### config.mk
export PLATFORM = sky130hd
export DESIGN_NAME = alu_a_sel_flat
export DESIGN_NICKNAME = d
export VERILOG_FILES = /design/src/rtl/alu_a_sel_if.sv /design/src/rtl/alu_a_sel.sv /design/src/flat_wrapper.sv
export SDC_FILE = /design/constraint.sdc
export NUM_CORES = 1
export LEC_CHECK = 0
export BUFFER_PORTS_ARGS = -buffer_cell sky130_fd_sc_hd__clkbuf_2
export CORE_MARGIN = 2
export CORE_UTILIZATION = 39
export CTS_CLUSTER_SIZE = 30
export DETAILED_ROUTE_END_ITERATION = 10
export PLACE_DENSITY = 0.87
export SYNTH_ARGS = -nofsm -noshare
export SYNTH_HDL_FRONTEND = slang
export SYNTH_SLANG_ARGS = --single-unit
### constraint.sdc
create_clock -name clk -period 2.11 [get_ports clk]
set_input_delay 0.633 -clock clk [delete_from_list [all_inputs] [get_ports clk]]
set_output_delay 0.633 -clock clk [all_outputs]
set_load 0.005 [all_outputs]
### src/rtl/alu_a_sel_if.sv
// Execute-stage A-operand selector bus.
// master: drives opcode, operands and pipeline control; observes the operand.
// slave : the selector; returns the combinational and registered operand.
//   E_op      opcode of the instruction in Execute
//   E_valC    extended immediate
//   E_valA    forwarded register operand A
//   in_valid  Execute-stage instruction is valid
//   stall     hold registered outputs
//   bubble    load a NOP into registered outputs
//   e_aluA    combinational ALU A operand
//   aluA_q    registered ALU A operand
//   valid_q   registered valid
//   illegal_q registered illegal-opcode flag
interface alu_a_sel_if #(
  parameter int unsigned W   = 32,
  parameter int unsigned OPW = 6
);
  logic [OPW-1:0] E_op;
  logic [W-1:0]   E_valC;
  logic [W-1:0]   E_valA;
  logic           in_valid;
  logic           stall;
  logic           bubble;
  logic [W-1:0]   e_aluA;
  logic [W-1:0]   aluA_q;
  logic           valid_q;
  logic           illegal_q;

  modport master (
    output E_op, E_valC, E_valA, in_valid, stall, bubble,
    input  e_aluA, aluA_q, valid_q, illegal_q
  );

  modport slave (
    input  E_op, E_valC, E_valA, in_valid, stall, bubble,
    output e_aluA, aluA_q, valid_q, illegal_q
  );
endinterface

### src/rtl/alu_a_sel.sv
// ALU A-operand selector for the Execute stage.
// Selects register operand, immediate or zero by opcode; provides the result
// combinationally (e_aluA) and as a 1-cycle registered copy with stall/bubble
// control and an illegal-opcode flag.
// Ports: clk, rst_n (async active-low), bus (alu_a_sel_if.slave).
module alu_a_sel #(
  parameter int unsigned    W       = 32,
  parameter int unsigned    OPW     = 6,
  parameter logic [OPW-1:0] OP_ROP  = 6'h00,
  parameter logic [OPW-1:0] OP_J    = 6'h02,
  parameter logic [OPW-1:0] OP_ADDI = 6'h08,
  parameter logic [OPW-1:0] OP_ANDI = 6'h0C,
  parameter logic [OPW-1:0] OP_ORI  = 6'h0D,
  parameter logic [OPW-1:0] OP_LW   = 6'h23,
  parameter logic [OPW-1:0] OP_SW   = 6'h2B
) (
  input logic         clk,
  input logic         rst_n,
  alu_a_sel_if.slave  bus
);

  logic [W-1:0] aluASel;
  logic         illegal;

  // Opcode decode; unknown opcodes yield zero and raise illegal.
  always_comb begin
    aluASel = '0;
    illegal = 1'b0;
    case (bus.E_op)
      OP_ROP:                                  aluASel = bus.E_valA;
      OP_ADDI, OP_ANDI, OP_ORI, OP_LW, OP_SW:  aluASel = bus.E_valC;
      OP_J:                                    aluASel = '0;
      default:                                 illegal = 1'b1;
    endcase
  end

  assign bus.e_aluA = aluASel;

  // Pipeline register: bubble beats stall; operand is captured even when invalid.
  always_ff @(posedge clk or negedge rst_n) begin
    if (!rst_n) begin
      bus.aluA_q    <= '0;
      bus.valid_q   <= 1'b0;
      bus.illegal_q <= 1'b0;
    end else if (bus.bubble) begin
      bus.aluA_q    <= '0;
      bus.valid_q   <= 1'b0;
      bus.illegal_q <= 1'b0;
    end else if (!bus.stall) begin
      bus.aluA_q    <= aluASel;
      bus.valid_q   <= bus.in_valid;
      bus.illegal_q <= illegal & bus.in_valid;
    end
  end

endmodule

### src/flat_wrapper.sv
// flat-port wrapper written by rule: the top's interface ports become plain ports
module alu_a_sel_flat 
#(
  parameter int unsigned    W       = 32,
  parameter int unsigned    OPW     = 6,
  parameter logic [OPW-1:0] OP_ROP  = 6'h00,
  parameter logic [OPW-1:0] OP_J    = 6'h02,
  parameter logic [OPW-1:0] OP_ADDI = 6'h08,
  parameter logic [OPW-1:0] OP_ANDI = 6'h0C,
  parameter logic [OPW-1:0] OP_ORI  = 6'h0D,
  parameter logic [OPW-1:0] OP_LW   = 6'h23,
  parameter logic [OPW-1:0] OP_SW   = 6'h2B
)
  (clk, rst_n, bus_E_op, bus_E_valC, bus_E_valA, bus_in_valid, bus_stall, bus_bubble, bus_e_aluA, bus_aluA_q, bus_valid_q, bus_illegal_q);
  alu_a_sel_if #(.W(W), .OPW(OPW)) bus_i ();
  input logic clk;
  input logic rst_n;
  input wire logic [$bits(bus_i.E_op)-1:0] bus_E_op;
  input wire logic [$bits(bus_i.E_valC)-1:0] bus_E_valC;
  input wire logic [$bits(bus_i.E_valA)-1:0] bus_E_valA;
  input wire logic [$bits(bus_i.in_valid)-1:0] bus_in_valid;
  input wire logic [$bits(bus_i.stall)-1:0] bus_stall;
  input wire logic [$bits(bus_i.bubble)-1:0] bus_bubble;
  output wire logic [$bits(bus_i.e_aluA)-1:0] bus_e_aluA;
  output wire logic [$bits(bus_i.aluA_q)-1:0] bus_aluA_q;
  output wire logic [$bits(bus_i.valid_q)-1:0] bus_valid_q;
  output wire logic [$bits(bus_i.illegal_q)-1:0] bus_illegal_q;
  assign bus_i.E_op = bus_E_op;
  assign bus_i.E_valC = bus_E_valC;
  assign bus_i.E_valA = bus_E_valA;
  assign bus_i.in_valid = bus_in_valid;
  assign bus_i.stall = bus_stall;
  assign bus_i.bubble = bus_bubble;
  assign bus_e_aluA = bus_i.e_aluA;
  assign bus_aluA_q = bus_i.aluA_q;
  assign bus_valid_q = bus_i.valid_q;
  assign bus_illegal_q = bus_i.illegal_q;
  alu_a_sel #(.W(W), .OPW(OPW), .OP_ROP(OP_ROP), .OP_J(OP_J), .OP_ADDI(OP_ADDI), .OP_ANDI(OP_ANDI), .OP_ORI(OP_ORI), .OP_LW(OP_LW), .OP_SW(OP_SW)) u_core (.clk(clk), .rst_n(rst_n), .bus(bus_i));
endmodule
==> impl_summary.log <==
INFO  metric status = finished, violations left
INFO  metric failed_checks = negative setup slack
INFO  metric setup.worst_path.end_class = primary output
INFO  metric filler_cell_count = 505
INFO  metric detail-route-antenna-nets = 0
INFO  metric timing.critical_path.from = bus_E_op[4]
INFO  metric setup.worst_path.class = primary input to primary output
INFO  metric maxCapViolCount = 0
INFO  metric cpLargestDelayFamily = compound AO/OA/AOI/OAI gates
INFO  metric finalWorstPathRequiredPeriod = 2.40 ns
INFO  metric post-synth-top-count-cell = sky130_fd_sc_hd__dfrtp_1
INFO  metric synth_warnings = 0
INFO  metric finClkSkew = 0 ns
INFO  metric die_width = 79.3 um
INFO  metric layout_worst_path_cycle_share = 114%
INFO  metric timing.reg2reg.worst_path_depth = 2
INFO  metric detailedPlacementHpwl = 5.01 mm
INFO  metric cpPeakStageDelay = 0.27 ns
INFO  metric post_route_cells_drive_above_1_share = 46.3%
INFO  metric global_route.usage.total = 22.5%
INFO  metric via_count_of_the_first_global_routing_pass = 2364
INFO  metric die_area = 6290 um^2
INFO  metric tritoncts = done
INFO  metric final_area = 3240 um^2
INFO  metric async_reset_ff_share = 100%
INFO  metric grt_max_degree = 39
INFO  metric clock_pin_slew_worst_setup_and_hold_paths = 0.06 ns
INFO  metric post_synth_num_cell_types = 22
INFO  metric chipHeight = 79.3 um
INFO  metric tightest_slew = 0.466 ns
INFO  metric cts_sinks = 34
INFO  metric initialDrtViolationCount = 111
INFO  metric endpoint = bus_e_aluA[5]
INFO  metric viasPerCell = 5.72
INFO  metric worstPathRequired = 1.48 ns
INFO  metric insertion_delay = 0.28 ns
INFO  metric final_worst_setup_slack = -0.287 ns
INFO  metric fin_setup_tns = -8.47 ns
INFO  metric globalRoute.totalOverflow = 0
INFO  metric drtPass1Iterations = 5
INFO  metric timing.critical_path.cells = clkbuf_16 > and4bb_1 > a22o_4 > buf_12 > a22o_1 > clkbuf_2
INFO  metric syn-instance-count = 239
INFO  metric critical_path.reg2reg.startpoint = u_core.bus.aluA_q[5]
INFO  metric netlist.area_leader.share = 38.4%
INFO  metric final_net_count = 453
INFO  metric cts.root.buffer_cell = sky130_fd_sc_hd__clkbuf_8
INFO  metric hold_path.class = primary input to asynchronous set/reset pin
INFO  metric ios = 141
INFO  metric setup-violations-final = 32
INFO  metric timing.max_slew.rel_slack = 69.0%
INFO  metric finalHoldViolations = 0
INFO  metric most_common_library_cells_after_synthesis = sky130_fd_sc_hd__dfrtp_1, sky130_fd_sc_hd__nand2_1, sky130_fd_sc_hd__nand3b_1
INFO  metric cp_max_fo = 14
INFO  metric power.ir.vdd_worst = 0.000371 V
INFO  metric placed_area = 3040 um^2
INFO  metric rsz_0062_raised_after_global_routing = true
INFO  metric synth_flop_cell = sky130_fd_sc_hd__dfrtp_1
INFO  metric placeableCoreArea = 5510 um^2
INFO  metric area_delta_synth_final = 46.5%
INFO  metric post_synth.cell_area_avg = 9.26 um^2
INFO  metric synth-seq-area-share = 38.4%
INFO  metric grt_antenna_before_repair = 0
INFO  metric synth.largest_area_cell = sky130_fd_sc_hd__dfrtp_1
INFO  metric worst_path_max_delay_cell = sky130_fd_sc_hd__a22o_4
INFO  metric power-per-cell-area = 439 nW/um^2
INFO  metric insertedDiodeCount = 0
INFO  metric synth_seq_cells = 34
INFO  metric effective_utilization_at_floorplan = 40.2%
INFO  metric weighted_congestion_reported_at_the_end_of_routability_driven_placement = 0.753
INFO  metric grt_pass1_wl = 11.2 mm
INFO  metric placement.io_buffers = 140
INFO  metric multi_input_area = 1250 um^2
INFO  metric rows = 27
INFO  metric htreeDepth = 2
INFO  metric reg2reg_slack = 1.41 ns
INFO  metric ff_latch_area = 851 um^2
INFO  metric dp_slack = -0.321 ns
INFO  metric power.leakage = 1.56 nW
INFO  metric cts_inserted_buffers = 5
INFO  metric max-clock-path-buffers = 2
INFO  metric synth-edff-count = 0
INFO  metric mappedNetlistNets = 314
INFO  metric finalMaxSlewViolations = 0
INFO  metric drcViolationCount = 0
INFO  metric cp_num_cells = 6
INFO  metric wl_per_cell = 16.0 um
INFO  metric route.final.wire_length = 7.21 mm
INFO  metric post_synth_main_area_contributors = sky130_fd_sc_hd__dfrtp_1, sky130_fd_sc_hd__a22o_1, sky130_fd_sc_hd__nand3b_1, sky130_fd_sc_hd__o211ai_1, sky130_fd_sc_hd__nand4_1
INFO  metric peak_freq = 0.417 GHz
INFO  metric critPathArrivalTime = 1.76 ns
INFO  metric routed-via-count = 2573
INFO  metric timing.critical_path.from_type = primary input
INFO  metric reg2reg_to = u_core.bus.aluA_q[5]
INFO  metric synth_area = 2210 um^2
INFO  metric worstPathBufferInverterCount = 3
## worst min-delay path by stage
stage | start | to | depth (start not counted)
floorplan | rst_n | u_core.bus.aluA_q[0] | 0
global placement | u_core.bus.aluA_q[28] | u_core.bus.aluA_q[28] | 2
detailed placement | u_core.bus.aluA_q[28] | u_core.bus.aluA_q[28] | 2
CTS | rst_n | u_core.bus.valid_q | 1
global route | rst_n | u_core.bus.valid_q | 1
finish | rst_n | u_core.bus.valid_q | 1
## flip-flops by register name (all words and copies together) (netlist names)
| register | cells |
|---|---|
| u_core.bus.aluA_q | 32 |
| u_core.bus.valid_q | 1 |
| u_core.bus.illegal_q | 1 |
## cells in the final DEF (no fill, tap or decap), types with 2 or more instances in the layout
master                     count
sky130_fd_sc_hd__clkbuf_2    132
sky130_fd_sc_hd__dfrtp_1      34
sky130_fd_sc_hd__nand2_1      33
sky130_fd_sc_hd__nand3b_1     33
sky130_fd_sc_hd__a22o_1       32
sky130_fd_sc_hd__nand4_1      32
sky130_fd_sc_hd__o211ai_1     32
sky130_fd_sc_hd__buf_4        17
sky130_fd_sc_hd__clkbuf_8      7
sky130_fd_sc_hd__buf_2         4
sky130_fd_sc_hd__buf_12        3
sky130_fd_sc_hd__clkbuf_1      2
sky130_fd_sc_hd__buf_8         2
## worst register-to-register path: stages (launching register included)
cell and delay, ns:
sky130_fd_sc_hd__dfrtp_1 0.39, sky130_fd_sc_hd__nand3b_1 0.10, sky130_fd_sc_hd__o211ai_1 0.09
## logic make-up (layout without fill, tap and decap cells)
logic type	Yosys count	in the layout	share of synthesized area [%]
muxes	1	1	0.452
AOI/OAI and AO/OA	67	67	24.9
buffers and inverters	30	169	6.84
and+or+nand+nor	107	107	29.4
DFF	34	34	38.4
## where the power goes
| part | total [mW] | internal [mW] | leakage, nW | switching, mW |
|---|---|---|---|---|
| combinational | 0.310 | 0.147 | 1.05 | 0.164 |
| clock | 0.444 | 0.227 | 0.0383 | 0.217 |
| sequential | 0.668 | 0.662 | 0.472 | 0.00604 |
## final cells by class
class                   instances  area share, %
well taps                      72           2.78
clock buffers                   7           2.35
repair buffers                162           30.2
multi-input cells             175           38.5
flip-flops and latches         34           26.2
## timing repair
item,in CTS,in global routing
hold endpoints to repair,0,0
endpoints found under the setup margin,32,32
pin swaps,3,2
gates cloned,1,0
buffers inserted,0,2
hold buffers,0,0
resized for setup,10,8
## per-layer routing
metal	GRT usage (%)	share of wire, %
met2	38.7	49
met5	0	0
met3	5.11	7.2
met4	6.72	1.4
met1	28.1	42
## through the flow
| step | cells | hold slack, ns | util, % | power (mW) |
|---|---|---|---|---|
| 2_1_floorplan | 239 | 0.337 | - | 0.795 |
| 5_1_grt | 450 | 0.323 | 58.9 | 1.49 |
| 3_5_place_dp | 440 | 0.519 | 55.3 | 0.969 |
| 6_report | 450 | 0.292 | 58.9 | 1.42 |
| 4_1_cts | 448 | 0.302 | 58.4 | 1.43 |
| 3_3_place_gp | 440 | 0.518 | 55.3 | 0.962 |
(Power assumes the default switching activity.)
